[src/rtl/fb_port_arbiter.sv]
// Two-client round-robin arbiter for the shared frame-store port.
// Each grant is capped at MAX_BURST acked transfers so neither engine can starve the other.
//   state | meaning
//   IDLE  | no owner, memory side parked on client 0 with mem_req=0
//   OWN0  | client 0 owns the frame-store port
//   OWN1  | client 1 owns the frame-store port
module fb_port_arbiter #(
  parameter int MAX_BURST = 16
) (
  input  logic        clk,
  input  logic        rst_n,
  input  logic        c0_req,
  output logic        c0_ack,
  input  logic [17:0] c0_addr,
  input  logic [3:0]  c0_nbyte,
  input  logic        c0_rnw,
  input  logic [31:0] c0_w_data,
  output logic [31:0] c0_r_data,
  input  logic        c1_req,
  output logic        c1_ack,
  input  logic [17:0] c1_addr,
  input  logic [3:0]  c1_nbyte,
  input  logic        c1_rnw,
  input  logic [31:0] c1_w_data,
  output logic [31:0] c1_r_data,
  output logic        mem_req,
  input  logic        mem_ack,
  output logic [17:0] mem_addr,
  output logic [3:0]  mem_nbyte,
  output logic        mem_rnw,
  output logic [31:0] mem_w_data,
  input  logic [31:0] mem_r_data,
  output logic [1:0]  gnt
);

  localparam int CW = $clog2(MAX_BURST + 1);
  localparam logic [CW-1:0] LAST = CW'(MAX_BURST - 1);

  typedef enum logic [1:0] {
    IDLE = 2'b00,
    OWN0 = 2'b01,
    OWN1 = 2'b10
  } state_t;

  state_t          r_state;
  state_t          w_state_nxt;
  logic            r_ptr;
  logic            w_ptr_nxt;
  logic [CW-1:0]   r_cnt;
  logic [CW-1:0]   w_cnt_nxt;
  logic            w_own_req;
  logic            w_oth_req;
  logic            w_rel_a;
  logic            w_rel_b;

  always_ff @(posedge clk or negedge rst_n) begin
    if (!rst_n) begin
      r_state <= IDLE;
      r_ptr   <= 1'b0;
      r_cnt   <= '0;
    end else begin
      r_state <= w_state_nxt;
      r_ptr   <= w_ptr_nxt;
      r_cnt   <= w_cnt_nxt;
    end
  end

  assign gnt = {r_state == OWN1, r_state == OWN0};

  assign w_own_req = gnt[1] ? c1_req : c0_req;
  assign w_oth_req = gnt[1] ? c0_req : c1_req;
  assign w_rel_a   = !w_own_req && !mem_ack;
  assign w_rel_b   = mem_ack && (r_cnt == LAST);

  always_comb begin
    w_state_nxt = r_state;
    w_ptr_nxt   = r_ptr;
    w_cnt_nxt   = r_cnt;
    case (r_state)
      IDLE: begin
        w_cnt_nxt = '0;
        if (c0_req && c1_req) w_state_nxt = r_ptr ? OWN1 : OWN0;
        else if (c0_req)      w_state_nxt = OWN0;
        else if (c1_req)      w_state_nxt = OWN1;
      end
      OWN0, OWN1: begin
        if (w_rel_a || w_rel_b) begin
          // pointer always passes to the other client, even if the owner re-enters alone
          w_ptr_nxt = (r_state == OWN0);
          w_cnt_nxt = '0;
          if (w_oth_req)                w_state_nxt = (r_state == OWN0) ? OWN1 : OWN0;
          else if (w_rel_b && w_own_req) w_state_nxt = r_state;
          else                          w_state_nxt = IDLE;
        end else if (mem_ack) begin
          w_cnt_nxt = r_cnt + CW'(1);
        end
      end
      default: w_state_nxt = IDLE;
    endcase
  end

  assign mem_req    = (gnt[0] & c0_req) | (gnt[1] & c1_req);
  assign mem_addr   = gnt[1] ? c1_addr   : c0_addr;
  assign mem_nbyte  = gnt[1] ? c1_nbyte  : c0_nbyte;
  assign mem_rnw    = gnt[1] ? c1_rnw    : c0_rnw;
  assign mem_w_data = gnt[1] ? c1_w_data : c0_w_data;

  assign c0_ack    = mem_ack & gnt[0];
  assign c1_ack    = mem_ack & gnt[1];
  assign c0_r_data = mem_r_data;
  assign c1_r_data = mem_r_data;

endmodule

[config.mk]
export PLATFORM = sky130hd
export DESIGN_NAME = fb_port_arbiter
export DESIGN_NICKNAME = d
export VERILOG_FILES = /design/src/rtl/fb_port_arbiter.sv
export SDC_FILE = /design/constraint.sdc
export NUM_CORES = 1
export LEC_CHECK = 0
export CAP_MARGIN = 15
export CELL_PAD_IN_SITES_DETAIL_PLACEMENT = 1
export CELL_PAD_IN_SITES_GLOBAL_PLACEMENT = 1
export CORE_MARGIN = 3
export CORE_UTILIZATION = 13
export CTS_BUF_LIST = sky130_fd_sc_hd__clkbuf_4 sky130_fd_sc_hd__clkbuf_8
export DETAILED_ROUTE_END_ITERATION = 10
export GPL_TIMING_DRIVEN = 0
export PLACE_DENSITY = 0.83
export SYNTH_ARGS = -nofsm -noshare
export SYNTH_HDL_FRONTEND = slang
export SYNTH_SLANG_ARGS = --single-unit
[constraint.sdc]
create_clock -name clk -period 1.65 [get_ports clk]
set_input_delay 0.2475 -clock clk [delete_from_list [all_inputs] [get_ports clk]]
set_output_delay 0.2475 -clock clk [all_outputs]
set_load 0.03 [all_outputs]
; ---- Yosys cells after proc, flatten, opt, wreduce, memory -nomap -nowiden
; Cells that the tools add are included.
[word_totals]
regBits = 8
in_bits = 147
output_inout_bits = 124
elab_cells = 47
[classes]
add_sub_neg = 1
n_eq_ne = 7
muxes = 18
bitwise_logic = 5
n_reduce_logical = 13
[ops]
columns = cell, count
row1 = $mux 32, 1
row2 = $mux 18, 1
row3 = $mux 2, 8
row4 = $mux 5, 2
row5 = $pmux 5 s2, 1
row6 = $ne 3x3->1 const B, 2
row7 = $add 5x1->5 const B, 1
row8 = $eq 5x4->1 const B, 1
row9 = $and 1x1->1, 4
row10 = $logic_and 1x1->1, 4
row11 = $mux 4, 1
row12 = $ne 4x4->1 const B, 1
row13 = $pmux 2 s2, 1
row14 = $reduce_and 2->1, 2
row15 = $mux 1, 3
row16 = $reduce_and 3->1, 1
row17 = $eq 2x1->1 const B, 1
row18 = $eq 2x2->1 const B, 1
row19 = $logic_not 1->1, 2
row20 = $logic_not 2->1, 1
row21 = $ne 2x2->1 const B, 1
row22 = $reduce_bool 2->1, 1
row23 = $reduce_or 2->1, 1
row24 = $logic_or 1x1->1, 1
row25 = $or 1x1->1, 1

; ---- Depth between registers and ports, before layout
; Gate-level depths: netlist of the first run.
[depth]
depth_word = 7
depth_mapped = 7
depth_no_buf = 7

; ---- Worst setup path before layout of the first run
; Ideal clock, no wire load.
[synth_timing]
path_type = flip-flop to output port
start = register r_state[0]
end = output port mem_w_data[10]
arrival_ns = 1.840
required_time_ns = 1.402
slack_ns = -0.438
stages_incl_launch_ff = 7
path_buffers = 3
path_cell_list = dfrtp_1 inv_1 ha_1 buf_6 buf_2 buf_2 mux2_2
[synth_between]
elab_chain_cells = 2
[synth_rtl]
columns = item, line_no
row1 = start: declaration, 45  ; state_t r_state;
row2 = start signal: assignment, 62  ; r_state <= w_state_nxt;
row3 = $eq 2x2->1, 68  ; assign gnt = {r_state == OWN1, r_state == OWN0};
row4 = via gnt[1], 33  ; output logic [1:0] gnt
row5 = $mux 32, 106  ; assign mem_w_data = gnt[1] ? c1_w_data : c0_w_data;
row6 = end: declaration, 31  ; output logic [31:0] mem_w_data,
; The timed path passes the listed nets, and every way through them passes these cells.

; ---- Worst setup path after layout of the first run
[layout_timing]
start = register r_state[0]
end = output port mem_nbyte[2]
[layout_between]
elab_chain_cells = 2
[layout_rtl]
columns = item, line_no
row1 = $eq 2x2->1, 68
row2 = $mux 4, 104  ; assign mem_nbyte = gnt[1] ? c1_nbyte : c0_nbyte;
row3 = end: declaration, 29  ; output logic [3:0] mem_nbyte,
; Every way passes these cells.

==> results of run 1 <==
-- path summary, 6_finish.rpt --
| check | startpoint | end | slack, ps | depth (start not counted) |
|---|---|---|---|---|
| max in group asynchronous | rst_n | r_state[1]$_DFFE_PN0P_ | 1060 | 1 |
| worst min register to register | r_cnt[3]$_DFFE_PN0P_ | r_cnt[3]$_DFFE_PN0P_ | 510 | 1 |
| worst max-delay path | r_state[0]$_DFFE_PN0P_ | mem_nbyte[2] | -290 | 6 |
| worst min-delay path | rst_n | r_cnt[3]$_DFFE_PN0P_ | 310 | 1 |
| worst max register to register | r_state[0]$_DFFE_PN0P_ | r_state[1]$_DFFE_PN0P_ | -280 | 7 |
| min in group clk | r_cnt[3]$_DFFE_PN0P_ | r_cnt[3]$_DFFE_PN0P_ | 510 | 1 |
-- cells by family (layout without fill, tap and decap cells) --
kind of cell	after synthesis	count (layout)
buf+inv	76	340
mux	60	60
simple gates	22	22
compound gates	15	15
flops	8	8
fa+ha+maj	6	6
-- what timing repair did --
item,in CTS,in global routing
setup buffers,9,11
hold endpoints to repair,0,0
gates resized for setup,443,15
endpoints found under the setup margin,68,66
pin swaps,8,6
cloned,3,2
-- worst max-delay path, cell delays in order, from the launching register on --
cell     delay, ps
dfrtp_1        380
inv_2           90
ha_4           200
buf_4          170
buf_12         110
mux2_2         340
buf_4          170
-- registers in the layout (all words and copies together) (netlist names) --
register and flops:
r_cnt 5, r_ptr 1, r_state 2
-- power by group --
part           leakage, nW  switching (W)  internal, W
clock               0.0216      0.0000804     0.000158
sequential           0.107      0.0000467     0.000247
combinational         2.09        0.00230      0.00275
total                 2.22        0.00243      0.00315
-- routing by layer --
metal  up-vias  part of all wire [%]
met1      1140                    35
met5         -                     0
met3         4                   6.8
li1       1116                     -
met4         0                  0.30
met2       117                    58
-- layout make-up --
cell class	count	area, um2
fill	1427	7840
timing repair buffer	263	2680
multi-input combinational	103	1250
buffer	70	587
tap	172	215
sequential	8	200
clock buffer	3	41.3
inverter	4	15.0
-- stage by stage --
stage          instance area, um2  TNS (ps)  hold slack, ps  cells
2_1_floorplan                1840     -6810           -48.1    187
3_3_place_gp                 4440    -42190             463    597
3_5_place_dp                 4440    -44340             492    597
4_1_cts                      4810    -17420             315    611
5_1_grt                      4990    -19070             337    623
6_report                     4990    -14750             310    623
-- cell usage in the layout, fill, tap and decap left out, drive strengths merged, types with 2 or more instances in the layout --
master	netlist	routed
inv	4	4
nand3	2	2
buf	71	152
and3	2	2
dfrtp	8	8
o21ai	5	5
clkdlybuf4s50	0	178
nor2b	2	2
nand2	7	7
nor2	2	2
ha	6	6
mux2	60	60
nor3b	2	2
nand3b	2	2
and2	2	2
clkbuf	1	5
==> impl_metrics.csv, run 1 <==
group,metric,value,unit
timing,skew,3.27,ps
placed_design,hpwlAfterDp,9.14,mm
power_and_ir_drop,p_leak,2.22,nW
synth,synthMuxAreaShare,39.5,%
clock_tree,cts_root_buffer,"clkbuf_8",
global_route,grtUsageMet3,2.41,%
floorplanning,rows,41,
detailed_routing,routed_wirelength,11.3,mm
floorplanning,die_h,122,um
placed_design,io_buffers,238,
detailed_routing,dr.pass1.iters,4,
synth,ys.flop_type,"dfrtp_1",
clock_tree,cts_tree,"yes",
global_route,grt_start_max_net_pins,11,
global_route,overflow,0,
synth,syn_area_per_cell,9.29,um2
power_and_ir_drop,irDropWorstVdd,0.000535,V
synth,synth.largest_area_cell,"mux2_2",
timing,slew_headroom,73.8,%
synth,synth-simple-area-share,7.20,%
global_route,top_usage_layer,"met2",
timing,worst_pin_slew,392,ps
timing,worst_slack,-286,ps
placed_design,pre_cts_ws,-893,ps
timing,fin_crit_sh,117,%
synth,yosys-top-cells-area,"mux2_2 (37%), buf_4 (28%), dfrtp_1 (12%), ha_1 (4.3%), mux2_4 (2.6%)",
clock_tree,cts_sinks,8,
synth,synth_xor_xnor_area_share,0,%
clock_tree,path_clk_slew,40,ps
global_route,groute.usage.overall,13.3,%
cells_and_area,fin_nets,606,
worst_setup_path,cp-start-kind,"flip-flop",
placed_design,place.gp.congestion,0.705,
synth,netlist.area_leader.share,36.9,%
timing,period_needed,1940,ps
synth,syn-instance-count,187,
timing,finalMaxSlewViolations,0,
worst_setup_path,critPathKind,"reg2out",
clock_tree,cts.path.max_buffers,2,
outcome,outcome,"complete, but fails checks",
cells_and_area,num_antenna_cells,0,
floorplanning,core,12800,um2
floorplanning,die_w,122,um
worst_setup_path,end_kind,"output pin",
floorplanning,initial_utilization,13.6,%
global_route,met2_usage,27.1,%
worst_setup_path,cp.required,1400,ps
outcome,failed_checks,"negative setup slack",
global_route,grt_pass1_wl,15.5,mm
detailed_routing,vias,2377,
global_route,grt_pass1_vias,2544,
clock_tree,clkLatencyLatePin,230,ps
clock_tree,ctsHtreeMaxLevel,1,
worst_setup_path,crit_fanout,6,
run,drv_cap,0,
detailed_routing,wire_per_inst,18.1,um
power_and_ir_drop,p_total,0.00558,W
synth,yosysMostFrequentCell,"buf_4",
synth,synth_compound_area_share,6.34,%
synth,syn_nets,340,
synth,async_reset_ff_share,100,%
global_route,antenna_found_initial,0,
worst_setup_path,crit_arrival,1690,ps
synth,synth_area,1740,um2
timing,fmax,517,MHz
synth,synth_top_family_by_area,"multiplexers",
synth,synth_cell_types,30,
synth,synth_common_cells,"buf_4 (64), mux2_2 (57), dfrtp_1 (8), nand2_1 (7)",
timing,hold_viol_final,0,
synth,ys_seq_area_share,11.5,%
detailed_routing,drcViolationCount,0,
detailed_routing,ant_nets,0,
cells_and_area,fin_util,38.9,%
floorplanning,ios,271,
synth,ys_ff_latch,8,
global_route,grtUsageMet1,15.0,%
cells_and_area,syn_to_final_growth,187,%
floorplanning,dieArea,14800,um2
synth,synth_fa_ha_area_share,4.32,%
timing,setup_viol,65,
detailed_routing,drtIter0Drc,50,
synth,synth_edf_count,0,
timing,rsz0062_at_grt,"true",
clock_tree,numCtsBuffers,3,
power_and_ir_drop,p_per_area,1120,nW/um2
hold_path,hold_path_class,"in2async",
cells_and_area,layout-drive-gt1-share,52.8,%
synth,yosys_warnings,0,
clock_tree,hold_buffers,0,
detailed_routing,viasPerCell,3.82,
(Power assumes the default switching activity.)
==> run 2: changes to the inputs <==
--- a/config.mk
+++ b/config.mk
@@ -5,6 +5,7 @@
 export SDC_FILE = /design/constraint.sdc
 export NUM_CORES = 1
 export LEC_CHECK = 0
+export ABC_CLOCK_PERIOD_IN_PS = 1650
 export CAP_MARGIN = 15
 export CELL_PAD_IN_SITES_DETAIL_PLACEMENT = 1
 export CELL_PAD_IN_SITES_GLOBAL_PLACEMENT = 1
@@ -14,6 +15,7 @@
 export DETAILED_ROUTE_END_ITERATION = 10
 export GPL_TIMING_DRIVEN = 0
 export PLACE_DENSITY = 0.83
+export SLEW_MARGIN = 20
 export SYNTH_ARGS = -nofsm -noshare
 export SYNTH_HDL_FRONTEND = slang
 export SYNTH_SLANG_ARGS = --single-unit
==> constraint.sdc (replaced) <==
create_clock -name clk -period 1.65 [get_ports clk]
set_input_delay 0.495 -clock clk [delete_from_list [all_inputs] [get_ports clk]]
set_output_delay 0.495 -clock clk [all_outputs]
set_load 0.03 [all_outputs]
==> run 2 against run 1 <==
Count of clock-buffer cells in the layout stayed put. Clock power hardly changed. Largest power group unchanged. Via count is 0.13% lower. The flow still finishes with violations (negative setup slack).
==> impl_metrics.csv, run 2 (same netlist as run 1, synthesis figures left out) <==
group,metric,value,unit
cells_and_area,final_cells,622,
worst_setup_path,crit_arrival,1710,ps
timing,hold_viol_final,0,
clock_tree,numCtsBuffers,3,
clock_tree,cts_tree,"yes",
floorplanning,dieArea,14800,um2
worst_setup_path,r2r-start,"r_state[0]$_DFFE_PN0P_",
floorplanning,die_w,122,um
timing,period_needed,2210,ps
clock_tree,cts_root_buffer,"clkbuf_8",
worst_setup_path,end_kind,"output pin",
cells_and_area,fin_util,38.7,%
cells_and_area,top_register,"r_cnt",
timing,setup_viol,67,
cells_and_area,layout-drive-gt1-share,52.7,%
worst_setup_path,cp-start-kind,"flip-flop",
cells_and_area,syn_to_final_growth,185,%
hold_path,hold_path_class,"reg2reg",
cells_and_area,final_common_cell,"clkdlybuf4s50_1",
placed_design,pre_cts_ws,-939,ps
global_route,antenna_found_initial,0,
floorplanning,ios,271,
timing,skew,6.88,ps
hold_path,hold_path_startpoint,"r_cnt[3]$_DFFE_PN0P_",
timing,worst_slack,-556,ps
placed_design,hpwlAfterDp,9.49,mm
worst_setup_path,crit_buf_inv,5,
timing,rsz0062_at_grt,"true",
worst_setup_path,path_cells,"inv_2 > ha_4 > buf_12 > buf_12 > buf_12 > mux2_4 > buf_6",
clock_tree,path_clk_slew,50,ps
cells_and_area,final_area,4960,um2
timing,fmax,453,MHz
cells_and_area,top_regs,"r_cnt x5, r_state x2, r_ptr x1",
cells_and_area,num_antenna_cells,0,
placed_design,dp_cells,597,
timing,fin_crit_sh,134,%
global_route,grt_pass1_wl,15.4,mm
clock_tree,cts.path.max_buffers,2,
floorplanning,die_h,122,um
floorplanning,rows,41,
worst_setup_path,cp_common_cell,"buf_12",
global_route,grt_pass1_vias,2597,
timing,worst_pin_slew,383,ps
detailed_routing,dr.pass1.iters,4,
detailed_routing,drtIter0Drc,57,
detailed_routing,viasPerCell,3.82,
cells_and_area,fin_nets,605,
cells_and_area,largest_register_ffs,5,
clock_tree,hold_buffers,0,
placed_design,place.gp.congestion,0.709,
floorplanning,core,12800,um2
cells_and_area,final_cell_mix,"clkdlybuf4s50_1 (113), buf_4 (84), dlygate4sd2_1 (65)",
detailed_routing,wire_per_inst,18.3,um
placed_design,io_buffers,238,
outcome,outcome,"complete, but fails checks",
global_route,groute.usage.overall,13.3,%
detailed_routing,vias,2374,
run,drv_cap,0,
power_and_ir_drop,p_per_area,1130,nW/um2
detailed_routing,routed_wirelength,11.4,mm
timing,finalMaxSlewViolations,0,
global_route,grt_start_max_net_pins,11,
clock_tree,cts_sinks,8,
detailed_routing,drcViolationCount,0,
floorplanning,initial_utilization,13.6,%
outcome,failed_checks,"negative setup slack",
clock_tree,ctsHtreeMaxLevel,1,
timing,slew_headroom,74.4,%
power_and_ir_drop,p_leak,2.35,nW
worst_setup_path,critPathSlowestCell,"dfrtp_1",
worst_setup_path,crit_fanout,10,
global_route,overflow,0,
worst_setup_path,critPathMaxStageDelay,400,ps
detailed_routing,ant_nets,0,
worst_setup_path,cp_top_family,"buffers and inverters",
placed_design,place_area,4520,um2
worst_setup_path,cp.required,1150,ps
worst_setup_path,cp-startpoint,"r_state[0]$_DFFE_PN0P_",
power_and_ir_drop,irDropWorstVdd,0.000985,V
clock_tree,clkLatencyLatePin,230,ps
worst_setup_path,critPathKind,"reg2out",
[run 2: report_power, final]
group	internal, W	switching (W)	total (W)
Sequential	0.000247	0.0000507	0.000298
Clock	0.000159	0.0000837	0.000242
Combinational	0.00274	0.00233	0.00507
Total	0.00314	0.00247	0.00561
[run 2: path summary, 6_finish.rpt]
path / slack, ps / to / cells past startpoint
max: -560 / mem_w_data[20] / 7
min: 510 / r_cnt[3]$_DFFE_PN0P_ / 1
max reg2reg: -480 / r_state[1]$_DFFE_PN0P_ / 10
min reg2reg: 510 / r_cnt[3]$_DFFE_PN0P_ / 1
max in group asynchronous: 820 / r_cnt[3]$_DFFE_PN0P_ / 1
min in group asynchronous: 550 / r_ptr$_DFFE_PN0P_ / 1
[run 2: what timing repair did]
action / 4_1_cts / 5_1_grt
setup buffers: 17 / 5
gates resized for setup: 518 / 17
gates cloned: 2 / 0
endpoints found under the setup margin: 132 / 68
pin swaps: 6 / 2
[run 2: metrics by stage]
| stage | total power (W) | hold slack [ps] | setup TNS (ps) |
|---|---|---|---|
| after floorplan | 0.00288 | 199 | -16320 |
| after global placement | 0.00427 | 463 | -56870 |
| after detailed placement | 0.00435 | 476 | -59710 |
| after CTS | 0.00542 | 487 | -32780 |
| after global routing | 0.00587 | 553 | -36870 |
| final | 0.00561 | 510 | -33020 |
[run 2: final cells by class]
cell class | instances | area (um2)
buffer | 71 | 607
clock buffer | 3 | 41.3
fill | 1473 | 7870
inverter | 4 | 15.0
multi-input combinational | 103 | 1260
sequential | 8 | 200
tap | 172 | 215
timing repair buffer | 261 | 2610
[run 2: routing by layer]
| layer | global-route usage [%] | vias up | wire (um) |
|---|---|---|---|
| li1 | - | 1111 | - |
| met1 | 13.9 | 1146 | 3970 |
| met2 | 28.1 | 111 | 6600 |
| met3 | 2.65 | 6 | 730 |
| met4 | 0.630 | 0 | 70 |
| met5 | 0 | - | 0 |
